## config.mk

```make
export PLATFORM = sky130hd
export DESIGN_NAME = retire_arb_n
export DESIGN_NICKNAME = d
export VERILOG_FILES = /design/src/rtl/retire_arb_n.sv
export SDC_FILE = /design/constraint.sdc
export NUM_CORES = 1
export LEC_CHECK = 0
export ABC_AREA = 1
export BUFFER_PORTS_ARGS = -buffer_cell sky130_fd_sc_hd__buf_2
export CELL_PAD_IN_SITES_DETAIL_PLACEMENT = 0
export CELL_PAD_IN_SITES_GLOBAL_PLACEMENT = 2
export CORE_AREA = 5 5 174 259
export DETAILED_ROUTE_END_ITERATION = 16
export DIE_AREA = 0 0 179 264
export GPL_TIMING_DRIVEN = 0
export PLACE_DENSITY_LB_ADDON = 0.1
export SYNTH_ARGS = -nofsm -noshare
export SYNTH_HDL_FRONTEND = slang
export SYNTH_SLANG_ARGS = --single-unit
```

## constraint.sdc

```tcl
create_clock -name clk -period 8 [get_ports clk]
set_clock_uncertainty 0.1 [all_clocks]
set_input_delay 1.6 -clock clk [delete_from_list [all_inputs] [get_ports clk]]
set_output_delay 1.6 -clock clk [all_outputs]
set_load 0.03 [all_outputs]
```

## src/rtl/retire_arb_n.sv

```systemverilog
// Retire arbiter: merges NUM_CH SID-tagged result channels and one priority
// (receive-packet) channel into a single registered response stage.
module retire_arb_n #(
  parameter int NUM_CH  = 4,
  parameter int SID_W   = 8,
  parameter int DATA_W  = 64,
  parameter int UOV_W   = 5,
  parameter int PRI_MAX = 4
) (
  input  logic                         clk,
  input  logic                         rst_n,
  input  logic [NUM_CH-1:0]            ch_vld,
  input  logic [NUM_CH*SID_W-1:0]      ch_sid,
  input  logic [NUM_CH*DATA_W-1:0]     ch_data,
  input  logic [NUM_CH*UOV_W-1:0]      ch_uov,
  output logic [NUM_CH-1:0]            ch_rdy,
  input  logic                         pri_vld,
  input  logic [DATA_W-1:0]            pri_data,
  output logic                         pri_rdy,
  input  logic [SID_W-1:0]             head_sid,
  output logic                         out_vld,
  output logic [DATA_W-1:0]            out_data,
  output logic [$clog2(NUM_CH+1)-1:0]  out_src,
  output logic [UOV_W-1:0]             out_uov,
  input  logic                         out_rdy
);

  localparam int SRC_W = $clog2(NUM_CH+1);

  // Handshake: a transfer happens in a cycle where vld and rdy are both high;
  // requesters hold vld and payload stable until they see rdy.
  logic              ld;
  logic              any_ch;
  logic              take_pri;
  logic              grant_ch;
  logic [3:0]        pri_streak;
  logic [SID_W-1:0]  age;
  logic [SID_W-1:0]  best_age;
  int                best_i;
  logic [DATA_W-1:0] sel_data;
  logic [UOV_W-1:0]  sel_uov;

  assign ld = rst_n & (~out_vld | out_rdy);

  // Age is the modular distance from head_sid, so SID wrap needs no special case.
  always_comb begin
    age      = '0;
    best_age = '1;
    best_i   = 0;
    any_ch   = 1'b0;
    for (int i = 0; i < NUM_CH; i++) begin
      age = ch_sid[i*SID_W +: SID_W] - head_sid;
      if (ch_vld[i] && (!any_ch || age < best_age)) begin
        any_ch   = 1'b1;
        best_age = age;
        best_i   = i;
      end
    end
  end

  always_comb begin
    sel_data = '0;
    sel_uov  = '0;
    for (int i = 0; i < NUM_CH; i++) begin
      if (i == best_i) begin
        sel_data = ch_data[i*DATA_W +: DATA_W];
        sel_uov  = ch_uov[i*UOV_W +: UOV_W];
      end
    end
  end

  // Priority channel yields once it has won PRI_MAX times in a row over waiting SID traffic.
  assign take_pri = pri_vld & ~((pri_streak == 4'(PRI_MAX)) & any_ch);
  assign pri_rdy  = ld & take_pri;
  assign grant_ch = ld & ~take_pri & any_ch;
  assign ch_rdy   = grant_ch ? (NUM_CH'(1) << best_i) : '0;

  always_ff @(posedge clk) begin
    if (!rst_n) begin
      out_vld    <= 1'b0;
      out_data   <= '0;
      out_src    <= '0;
      out_uov    <= '0;
      pri_streak <= '0;
    end else if (ld) begin
      if (pri_rdy) begin
        out_vld  <= 1'b1;
        out_data <= pri_data;
        out_src  <= SRC_W'(NUM_CH);
        out_uov  <= '0;
      end else if (grant_ch) begin
        out_vld  <= 1'b1;
        out_data <= sel_data;
        out_src  <= SRC_W'(best_i);
        out_uov  <= sel_uov;
      end else begin
        out_vld  <= 1'b0;
      end

      if (!pri_vld || grant_ch)
        pri_streak <= '0;
      else if (pri_rdy && any_ch && pri_streak != 4'(PRI_MAX))
        pri_streak <= pri_streak + 4'd1;
    end
  end

endmodule
```

## Word-level counts from Yosys, hierarchy flattened

Cells that the tools add are included.
W data, S select, Z words.

- Add/sub/neg operators: 5
- Order comparisons: 3
- Equality and inequality tests: 5
- Shift-type cells: 1
- Muxes and demuxes: 29
- Bitwise gates (word level): 10
- Reduce and logical (&&, ||, !) cells: 18

Operators by type and width:

| operator | count |
|---|---|
| $mux W64 | 6 |
| $eq A3 B32 Y1 const A | 2 |
| $mux W32 | 2 |
| $eq A2 B32 Y1 const A | 1 |
| $logic_not A32 Y1 | 1 |
| $shl A1 B32 Y4 const A | 1 |
| $sub A8 B8 Y8 | 4 |
| $mux W5 | 6 |
| $lt A8 B8 Y1 | 3 |
| $mux W8 | 3 |
| $mux W4 | 3 |
| $mux W1 | 7 |
| $and A1 B1 Y1 | 6 |
| $mux W3 | 2 |
| $logic_and A1 B1 Y1 | 5 |
| $add A4 B1 Y4 const B | 1 |
| $eq A4 B3 Y1 const B | 1 |
| $logic_not A1 Y1 | 4 |
| $logic_or A1 B1 Y1 | 4 |
| $ne A4 B3 Y1 const B | 1 |
| $reduce_and A2 Y1 | 2 |
| $reduce_bool A2 Y1 | 2 |
| $not A1 Y1 | 3 |
| $or A1 B1 Y1 | 1 |

- Bits in registers: 77
- Input port bits: 388
- Output and inout port bits: 78
- Word-level logic and storage cells: 76

## Longest topological paths before layout

Gate-level depths: netlist of run 1.

- Depth in word-level cells: 23
- Gate-level depth with buffers: 52
- Gate-level depth less buffers: 49

## Worst setup path before layout of run 1

No wires, ideal clock.

- Kind: input -> output
- Start point: input port head_sid[1]
- End point: output port ch_rdy[1]
- Arrival: 7.495 ns
- Data required time: 6.300 ns
- Setup slack: -1.195 ns
- Stages on the path: 42
- Buffers on the path: 4
- Cells stage by stage: inv_1 -> ha_1 -> nand3_1 -> nand2_1 -> a21oi_1 -> inv_1 -> a21oi_1 -> inv_1 -> a21oi_1 -> inv_1 -> a21oi_1 -> xor2_1 -> nor2_1 -> ha_1 -> a21oi_1 -> o21a_1 -> nand2_1 -> nand2_1 -> [... 6 more ...] -> a211oi_1 -> nand2_1 -> nand2_1 -> nand2_2 -> clkbuf_1 -> clkbuf_1 -> nand2_1 -> o21ai_0 -> ha_1 -> a21oi_1 -> nor2_1 -> a211oi_1 -> nand2_1 -> nand2_2 -> nand2_4 -> buf_4 -> inv_1 -> nor4_1

- Cells in the longest elaborated chain, start to end: 21
- Elaborated cells between the ends (all ways): 32
- Those cells by class: 4 x add/sub; 3 x order compare; 1 x shift; 10 x mux; 6 x bitwise; 8 x reduce/logical

Ends and longest elaborated chain:

| item | RTL line | RTL |
|---|---|---|
| from (decl) | 20 | `input logic [SID_W-1:0] head_sid,` |
| $sub A8 B8 Y8 | 52 | `age = ch_sid[i*SID_W +: SID_W] - head_sid;` |
| $mux W8 | 53 | `if (ch_vld[i] && (!any_ch \|\| age < best_age)) begin` |
| $lt A8 B8 Y1 | 53 |  |
| $logic_or A1 B1 Y1 | 53 |  |
| $logic_and A1 B1 Y1 | 53 |  |
| $mux W8 / $mux W1 (equally long branches) | 53 |  |
| $lt A8 B8 Y1 / $logic_not A1 Y1 (equally long branches) | 53 |  |
| $logic_or A1 B1 Y1 | 53 |  |
| [... 4 more ...] | -- |  |
| $logic_and A1 B1 Y1 | 53 |  |
| $mux W1 | 53 |  |
| $and A1 B1 Y1 | 73 | `assign take_pri = pri_vld & ~((pri_streak == 4'(PRI_MAX)) & any_ch);` |
| $not A1 Y1 | 73 |  |
| $and A1 B1 Y1 | 73 |  |
| $not A1 Y1 | 75 | `assign grant_ch = ld & ~take_pri & any_ch;` |
| $and A1 B1 Y1 (2 in series) | 75 |  |
| $mux W4 * | 76 | `assign ch_rdy = grant_ch ? (NUM_CH'(1) << best_i) : '0;` |
| to (decl) | 16 | `output logic [NUM_CH-1:0] ch_rdy,` |

Mark *: on every way between the ends. The rest lies on a longest branch, timed or not.

## Worst setup path after layout of run 1

- Start point: input port head_sid[1]
- End point: output port ch_rdy[2]

The elaborated chain is that of the path after synthesis.

==> results of run 1 <==
-- cells by family (layout without fill, tap and decap cells) --
kind of cell	Yosys count	in the layout
flip-flops	77	77
AO/OA/AOI/OAI	226	226
other	0	10
adder cells (fa/ha/maj)	55	55
buffers and inverters	187	715
AND/OR/NAND/NOR	694	694
XOR/XNOR	25	25
-- metal layers --
layer	global-route usage (%)	wire length, um
met5	0	60
met1	23.4	19900
met4	7.20	1320
met3	4.54	3530
met2	42.3	30000
-- how the worst max path moves through the flow --
stage / startpoint / endpoint / slack (ns) / depth (start not counted)
final: head_sid[1] / ch_rdy[2] / -1.23 / 41
after global routing: head_sid[1] / ch_rdy[1] / -1.51 / 46
after CTS: head_sid[2] / ch_rdy[3] / -1.64 / 47
after detailed placement: head_sid[1] / ch_rdy[1] / -3.15 / 43
after global placement: head_sid[1] / ch_rdy[1] / -3.13 / 43
after floorplan: head_sid[1] / ch_rdy[1] / -0.47 / 43
-- Yosys cell counts --
library cell / number
buf_6: 1
xnor2_1: 8
fa_1: 4
ha_1: 51
dfxtp_1: 77
buf_4: 4
nor4_1: 1
o211ai_1: 1
o21a_1: 1
o21ai_1: 65
nand4_1: 66
inv_1: 84
clkbuf_1: 67
o21bai_1: 4
buf_1: 9
nand2_4: 2
buf_2: 20
nand2_2: 2
a211oi_1: 2
nor2_1: 114
o21ai_0: 46
clkinv_1: 1
and2_1: 2
xor2_1: 17
nand3b_1: 1
a21o_1: 1
nand3_1: 278
a21oi_1: 106
inv_2: 1
nor3_1: 5
nand2_1: 219
nor2_2: 1
or2_2: 3
-- state kept, by name, summed over array words and instances, names as in the netlist --
signal      flops
out_uov         5
out_src         3
out_data       64
pri_streak      4
out_vld         1
-- worst reg2reg max path, stage by stage, from the launching register on --
cell	delay, ns
dfxtp_1	0.34
inv_1	0.09
ha_1	0.14
nand2_1	0.06
nand2_1	0.05
nand2_1	0.06
nor2_1	0.15
inv_1	0.07
nor2_1	0.74
nor2_1	0.38
inv_1	0.18
clkbuf_1	0.65
o21ai_0	0.20
inv_1	0.11
o21ai_2	0.07
a21oi_1	0.13
-- through the flow --
stage	TNS [ns]	cells	total power, W	util, %	setup WS [ns]
2_1_floorplan	-1.31	1264	0.00128	-	-0.472
5_1_grt	-12.33	2370	0.00266	28.2	-1.51
6_report	-4.79	2372	0.00249	28.2	-1.23
3_3_place_gp	-135.37	2299	0.00183	25.1	-3.13
4_1_cts	-22.43	2349	0.00243	27.2	-1.64
3_5_place_dp	-136.51	2299	0.00183	25.1	-3.15
-- report_power, final --
part | switching [W] | internal (W) | total, W | leakage [nW]
Sequential | 0.0000238 | 0.000431 | 0.000455 | 0.631
Clock | 0.000203 | 0.000242 | 0.000445 | 0.139
Combinational | 0.00102 | 0.000571 | 0.00159 | 5.30
-- final cells by class --
type,count,area (um2),share of cell area (%)
Tap cell,570,713,5.93
Inverter,86,335,2.79
Clock inverter,6,63.8,0.530
Multi-Input combinational cell,1000,5760,47.9
Sequential cell,77,1540,12.8
Timing Repair Buffer,512,2750,22.9
Clock buffer,10,229,1.90
Buffer,101,609,5.06
Antenna cell,10,25.0,0.208
-- timing repair --
action / 4_1_cts / 5_1_grt
pin swaps: 37 / 52
setup endpoints to repair: 75 / 75
cloned: 1 / 0
resized for setup: 87 / 65
buffers inserted: 33 / 15
endpoints found under the hold margin: 0 / 0
==> impl_metrics.json, run 1 <==
{
  "status": "finished, violations left",
  "violations": "negative setup slack",
  "fill_cells": 5057,
  "worstHoldEndpoint": "out_data[40]$_SDFFE_PN0P_",
  "syn_avg_cell_area_um2": 5.97,
  "crit_fanout": 8,
  "cp_top_family": "buffers and inverters",
  "setup_viol": 4,
  "fmax_mhz": 108,
  "ios": 466,
  "start_util_pct": 17.7,
  "min_from": "out_data[40]$_SDFFE_PN0P_",
  "r2r-start": "pri_streak[0]$_SDFFE_PN0P_",
  "io_buffers": 465,
  "synthAdderAreaFrac_pct": 9.52,
  "worst_slack_ns": -1.23,
  "ys_warn_count": 0,
  "synthCells": 1264,
  "cts_hold_buffers": 0,
  "cts.sinks": 77,
  "synth_top_family_by_area": "simple AND/OR/NAND/NOR gates",
  "synth_top_area_share_pct": 20.4,
  "clock_latency_ns": 0.37,
  "cts_tree": "yes",
  "grt_overflow": 0,
  "worst_path_max_delay_cell": "fa_1",
  "drtIter0Drc": 505,
  "fin_area_um2": 12000,
  "critPathRequiredTime_ns": 6.30,
  "drtPass1Iterations": 5,
  "hold_path.class": "reg -> reg",
  "path_buf_inv": 12,
  "endpoint_kind": "primary output",
  "muxShareOfSynthArea_pct": 0,
  "finalCritPeriodShare_pct": 115,
  "synth-simple-area-share_pct": 41.9,
  "layout_common_cells": "buf_2 (468), nand3_1 (276), nand2_1 (198)",
  "worst_pin_slew_ns": 1.17,
  "ff2ff_setup_slack_ns": 4.39,
  "syn_nets": 1707,
  "synth-compound-area-share_pct": 15.3,
  "fp.dieH_um": 264,
  "core_area_um2": 42700,
  "h-tree-depth": 3,
  "path_clk_slew_ns": 0.06,
  "syn_area_um2": 7550,
  "drc_errors": 0,
  "worstSetupPathType": "in -> out",
  "fp.dieArea_um2": 47300,
  "routed_via_density": 4.62,
  "drive_gt1_share_pct": 36.3,
  "synth_area_leaders": "dfxtp_1 (20%), nand3_1 (18%), nand2_1 (11%)",
  "max-cap-violations": 0,
  "hpwl_mm": 45.0,
  "die_w_um": 179,
  "drtAntennaViolNets": 0,
  "ys_ff_latch": 77,
  "layout_commonest_cell": "buf_2",
  "r2r-end": "out_data[18]$_SDFFE_PN0P_",
  "arrival_ns": 7.53,
  "routed_wl_mm": 54.8,
  "clockRootBuffer": "clkbuf_16",
  "yosysTopAreaCell": "dfxtp_1",
  "first_global_vias": 11300,
  "finalCriticalPeriod_ns": 9.23,
  "cp-start-kind": "primary input",
  "hold_viol_final": 0,
  "min_path_cells": 2,
  "cts-buffers-inserted": 9,
  "grt_setup_unrepaired": "yes",
  "area_growth_pct": 59.4,
  "hold_slack_ns": 0.362,
  "power-per-cell-area_nw_per_um2": 207,
  "grt_usage_pct": 22.0,
  "wl_per_cell_um": 23.1,
  "drv_slew": 0,
  "placedInstanceArea_um2": 10700,
  "relSlewSlack_pct": 21.9,
  "ys_types": 33,
  "slowest_delay_ns": 0.44,
  "antenna_found_initial": 14,
  "synth_xor_area_share_pct": 2.90,
  "clk_path_buf_depth": 2,
  "fp-row-count": 93,
  "leakage_nw": 6.07,
  "gp_congestion": 0.843,
  "num_vias": 11000,
  "critical_path.most_common_cell": "nand2_4",
  "worst_r2r_path_depth": 15,
  "finalNetCount": 2230,
  "peakVddDrop_mv": 0.113,
  "grt_max_degree": 14,
  "synth_seq_area_share_pct": 20.4,
  "grt_pass1_wl_mm": 76.2
}
No activity file was read; power rests on OpenSTA's default activity.
==> inputs of run 2 (changes only) <==
CORE_AREA = 2 2 171 256   (was 5 5 174 259)
DIE_AREA = 0 0 173 258   (was 0 0 179 264)
==> run 2 against run 1 <==
The run still ends with negative setup slack left; final cell count unchanged; cell area about the same; first-iteration DRC count up 2.4%; combinational power about the same; wire length down 5.3%; global-route usage up 0.52 points; maximum frequency up 4.0%; sequential share of layout area about the same; non-clock buffer count up 2; critical path type unchanged.
==> impl_metrics.json, run 2 (synthesized netlist as in run 1, its figures left out) <==
{
  "reg.largest.list": "out_data: 64 flops, out_uov: 5 flops, pri_streak: 4 flops",
  "start_util_pct": 17.7,
  "fill_cells": 5059,
  "finalCriticalPeriod_ns": 8.88,
  "cp-start-kind": "primary input",
  "min_from": "out_data[6]$_SDFFE_PN0P_",
  "routed_wl_mm": 51.9,
  "largest_reg_flops": 64,
  "critical_path.most_common_cell": "nand2_2",
  "r2r-start": "pri_streak[0]$_SDFFE_PN0P_",
  "finalNetCount": 2232,
  "r2r-end": "out_data[7]$_SDFFE_PN0P_",
  "fp-row-count": 93,
  "max-cap-violations": 0,
  "fp.dieArea_um2": 44600,
  "clk_path_buf_depth": 2,
  "worst_r2r_path_depth": 15,
  "routed_via_density": 4.58,
  "layout_common_cells": "buf_2 (479), nand3_1 (277), nand2_1 (190)",
  "drive_gt1_share_pct": 36.7,
  "core_area_um2": 42600,
  "worstSetupPathType": "in -> out",
  "crit_fanout": 8,
  "cts_tree": "yes",
  "num_vias": 10900,
  "ios": 466,
  "hold_viol_final": 0,
  "grt_overflow": 0,
  "finalCritPeriodShare_pct": 111,
  "drtPass1Iterations": 5,
  "fmax_mhz": 113,
  "antenna_found_initial": 12,
  "drc_errors": 0,
  "top_register": "out_data",
  "gp_congestion": 0.841,
  "cts-buffers-inserted": 9,
  "grt_usage_pct": 22.5,
  "h-tree-depth": 3,
  "power-per-cell-area_nw_per_um2": 204,
  "slowest_delay_ns": 0.34,
  "grt_pass1_wl_mm": 74.4,
  "seqCellArea_um2": 1540,
  "cts.sinks": 77,
  "path_buf_inv": 16,
  "worst_slack_ns": -0.880,
  "worst_path_max_delay_cell": "ha_1",
  "drv_slew": 0,
  "hold_path.class": "reg -> reg",
  "fin_util_pct": 28.3,
  "critPathLaunch": "head_sid[2]",
  "finalPower_w": 0.00246,
  "drtIter0Drc": 517,
  "status": "finished, violations left",
  "cp_top_family": "buffers and inverters",
  "clockRootBuffer": "clkbuf_16",
  "grt_max_degree": 13,
  "cts_hold_buffers": 0,
  "preCtsSetupSlack_ns": -2.28,
  "relSlewSlack_pct": 30.9,
  "die_w_um": 173,
  "path_clk_slew_ns": 0.06,
  "area_growth_pct": 59.5,
  "fin_cells": 2372,
  "arrival_ns": 7.18,
  "hpwl_mm": 42.6,
  "grt_setup_unrepaired": "yes",
  "endpoint_kind": "primary output",
  "io_buffers": 465,
  "layout_commonest_cell": "buf_2",
  "peakVddDrop_mv": 0.105,
  "dp_cells": 2299,
  "critPathRequiredTime_ns": 6.30,
  "ff2ff_setup_slack_ns": 4.30,
  "leakage_nw": 6.06,
  "setup_viol": 4,
  "worst_pin_slew_ns": 1.03,
  "multi_input_comb_area_um2": 5840,
  "violations": "negative setup slack",
  "drtAntennaViolNets": 0,
  "min_path_cells": 2,
  "fp.dieH_um": 258,
  "wl_per_cell_um": 21.9,
  "first_global_vias": 11100,
  "clock_latency_ns": 0.37,
  "worstHoldEndpoint": "out_data[6]$_SDFFE_PN0P_"
}
## run 2: what timing repair did
action | 4_1_cts | 5_1_grt
endpoints found under the hold margin | 0 | 0
pin swaps | 36 | 66
setup buffers | 42 | 10
endpoints found under the setup margin | 75 | 72
resized for setup | 69 | 75
## run 2: area by class of cell
cell class,count,share of cell area (%)
Inverter,86,2.77
Clock buffer,12,2.05
Multi-Input combinational cell,1000,48.5
Timing Repair Buffer,516,23.1
Tap cell,570,5.92
Buffer,99,4.27
Antenna cell,8,0.166
Sequential cell,77,12.8
Clock inverter,4,0.395
## run 2: metal layers
metal  share of wire, %  global-route usage [%]  routed length [um]
met3                5.0                    4.08                2610
met4                1.2                    5.06                 643
met1                 38                    24.4               19800
met5              0.050                       0                  26
met2                 55                    44.8               28800
## run 2: worst max-delay path by stage
stage / cells after the start / to / slack, ns
after floorplan: 43 / ch_rdy[1] / -0.47
after global placement: 45 / ch_rdy[1] / -2.28
after detailed placement: 45 / ch_rdy[1] / -2.28
after CTS: 45 / ch_rdy[3] / -1.02
after global routing: 47 / ch_rdy[1] / -1.29
final: 47 / ch_rdy[3] / -0.88
## run 2: worst min-delay path, stage by stage, from the launching register on
cell and delay [ns]:
dfxtp_1 0.30, nand2_1 0.06, a21oi_1 0.05
## run 2: stage by stage
stage / hold WS (ns) / cell area, um2 / setup TNS [ns]
after floorplan: 0.370 / 7690 / -1.31
after global placement: 0.349 / 10700 / -62.51
after detailed placement: 0.352 / 10700 / -63.51
after CTS: 0.363 / 11600 / -3.96
after global routing: 0.373 / 12000 / -4.83
final: 0.362 / 12000 / -3.29
## run 2: power by group
group | leakage [nW] | internal, W | switching (W) | total (W)
logic | 5.28 | 0.000558 | 0.00100 | 0.00156
registers | 0.631 | 0.000431 | 0.0000244 | 0.000456
clock network | 0.143 | 0.000250 | 0.000189 | 0.000439
total | 6.06 | 0.00124 | 0.00122 | 0.00246
==> inputs of run 3 (changes only) <==
clock period = 7.8 ns   (was 8 ns; I/O delays follow)
==> run 3 against run 2 <==
The flow still finishes with violations (negative setup slack); first-iteration DRC count shrank 11%; die area is the same; sequential share of layout area about the same; count of clock-buffer cells in the layout unchanged; power increased by 1.8%; highest routed layer unchanged.
==> impl_metrics.json, run 3 (synthesized netlist as in run 1, its figures left out) <==
{
  "clk_path_buf_depth": 2,
  "drive_gt1_share_pct": 36.6,
  "slowest_delay_ns": 0.32,
  "gp_congestion": 0.841,
  "routed_via_density": 4.57,
  "r2r-end": "out_data[7]$_SDFFE_PN0P_",
  "hold_viol_final": 0,
  "worstHoldEndpoint": "out_uov[4]$_SDFFE_PN0P_",
  "clock_latency_ns": 0.37,
  "leakage_nw": 6.07,
  "fp.dieH_um": 258,
  "start_util_pct": 17.7,
  "min_from": "out_uov[4]$_SDFFE_PN0P_",
  "cp-start-kind": "primary input",
  "met2_length_mm": 28.8,
  "status": "finished, violations left",
  "cts.sinks": 77,
  "placedInstanceArea_um2": 10700,
  "finalPower_w": 0.00250,
  "fmax_mhz": 111,
  "core_area_um2": 42600,
  "grt_overflow": 0,
  "clockRootBuffer": "clkbuf_16",
  "peakVddDrop_mv": 0.109,
  "drc_errors": 0,
  "grt_max_degree": 13,
  "preCtsSetupSlack_ns": -2.40,
  "antenna_found_initial": 12,
  "worst_path_max_delay_cell": "nor4_4",
  "endpoint_kind": "primary output",
  "power-per-cell-area_nw_per_um2": 208,
  "min_path_cells": 2,
  "grt_usage_pct": 22.5,
  "h-tree-depth": 3,
  "fp.dieArea_um2": 44600,
  "finalNetCount": 2229,
  "violations": "negative setup slack",
  "top_layer": "met5",
  "critPathLaunch": "head_sid[2]",
  "grt_pass1_wl_mm": 74.3,
  "arrival_ns": 7.31,
  "cts_tree": "yes",
  "setup_viol": 4,
  "first_global_vias": 11100,
  "worst_pin_slew_ns": 1.03,
  "drtIter0Drc": 459,
  "path_clk_slew_ns": 0.07,
  "wl_met1_mm": 19.8,
  "critical_path.most_common_cell": "nand2_2",
  "worst_slack_ns": -1.17,
  "layout_common_cells": "buf_2 (475), nand3_1 (275), nand2_1 (192)",
  "ios": 466,
  "crit_fanout": 8,
  "fp-row-count": 93,
  "cts_hold_buffers": 0,
  "drtPass1Iterations": 5,
  "max-cap-violations": 0,
  "die_w_um": 173,
  "cp_top_family": "buffers and inverters",
  "wl_per_cell_um": 21.8,
  "relSlewSlack_pct": 31.4,
  "reg.largest.list": "out_data: 64 flops, out_uov: 5 flops, pri_streak: 4 flops",
  "fill_cells": 5054,
  "routed_wl_mm": 51.8,
  "hpwl_mm": 42.6,
  "area_growth_pct": 59.2,
  "top_register": "out_data",
  "finalCriticalPeriod_ns": 8.97,
  "grt_setup_unrepaired": "yes",
  "layout_commonest_cell": "buf_2",
  "worstSetupPathType": "in -> out",
  "critPathRequiredTime_ns": 6.14,
  "drtAntennaViolNets": 0,
  "path_buf_inv": 16,
  "num_vias": 10900,
  "io_buffers": 465,
  "met3_wirelength_mm": 2.71,
  "largest_reg_flops": 64,
  "fin_area_um2": 12000,
  "worst_r2r_path_depth": 15,
  "drv_slew": 0,
  "cts-buffers-inserted": 9,
  "finalCritPeriodShare_pct": 115,
  "ff2ff_setup_slack_ns": 4.20,
  "hold_path.class": "reg -> reg",
  "r2r-start": "pri_streak[0]$_SDFFE_PN0P_"
}
[run 3: cell types whose count changed in the layout (fill, tap and decap cells not counted), sizes merged]
cell / previous run / this run
buf: 550 / 548
clkbuf: 77 / 76
diode: 8 / 11
[run 3: worst max-delay path by stage]
stage | end | slack, ns | depth (start not counted)
3_3_place_gp | ch_rdy[1] | -2.40 | 45
6_report | ch_rdy[1] | -1.17 | 51
2_1_floorplan | ch_rdy[1] | -0.59 | 43
4_1_cts | ch_rdy[3] | -1.30 | 46
5_1_grt | ch_rdy[1] | -1.55 | 51
3_5_place_dp | ch_rdy[1] | -2.40 | 45
[run 3: layer usage]
metal	track usage, %	vias to the layer above
li1	-	5393
met1	24.4	5064
met2	44.8	364
met3	4.05	26
met4	4.71	4
met5	0	-
[run 3: tightest hold or removal path, delay by kind of cell, from the launching register on]
| family | cells | cell delay [ns] |
|---|---|---|
| simple gates | 1 | 0.06 |
| flops | 1 | 0.31 |
| compound gates | 1 | 0.05 |
[run 3: metrics by stage]
stage	utilization [%]	cells	TNS, ns	hold WS (ns)
final	28.2	2372	-4.32	0.362
after global routing	28.2	2367	-13.94	0.373
after CTS	27.3	2353	-5.08	0.363
after detailed placement	25.2	2299	-75.35	0.352
after global placement	25.2	2299	-74.35	0.349
after floorplan	-	1264	-1.79	0.370
[run 3: what timing repair did]
| action | 4_1_cts | 5_1_grt |
|---|---|---|
| hold endpoints to repair | 0 | 0 |
| setup endpoints to repair | 75 | 74 |
| gates resized for setup | 71 | 87 |
| buffers inserted | 38 | 9 |
| pin swaps | 35 | 54 |
[run 3: cell type report]
class,instances,area (um2),share of cell area [%]
Timing Repair Buffer,512,2760,22.9
Clock buffer,12,246,2.05
Buffer,100,567,4.72
Clock inverter,4,47.5,0.396
Sequential cell,77,1540,12.8
Tap cell,570,713,5.94
Inverter,86,334,2.78
Multi-Input combinational cell,1000,5780,48.1
Antenna cell,11,27.5,0.229
[run 3: power breakdown]
group | switching, W | internal, W | total, W
Sequential | 0.0000249 | 0.000442 | 0.000467
Clock | 0.000195 | 0.000256 | 0.000451
Combinational | 0.00102 | 0.000566 | 0.00158
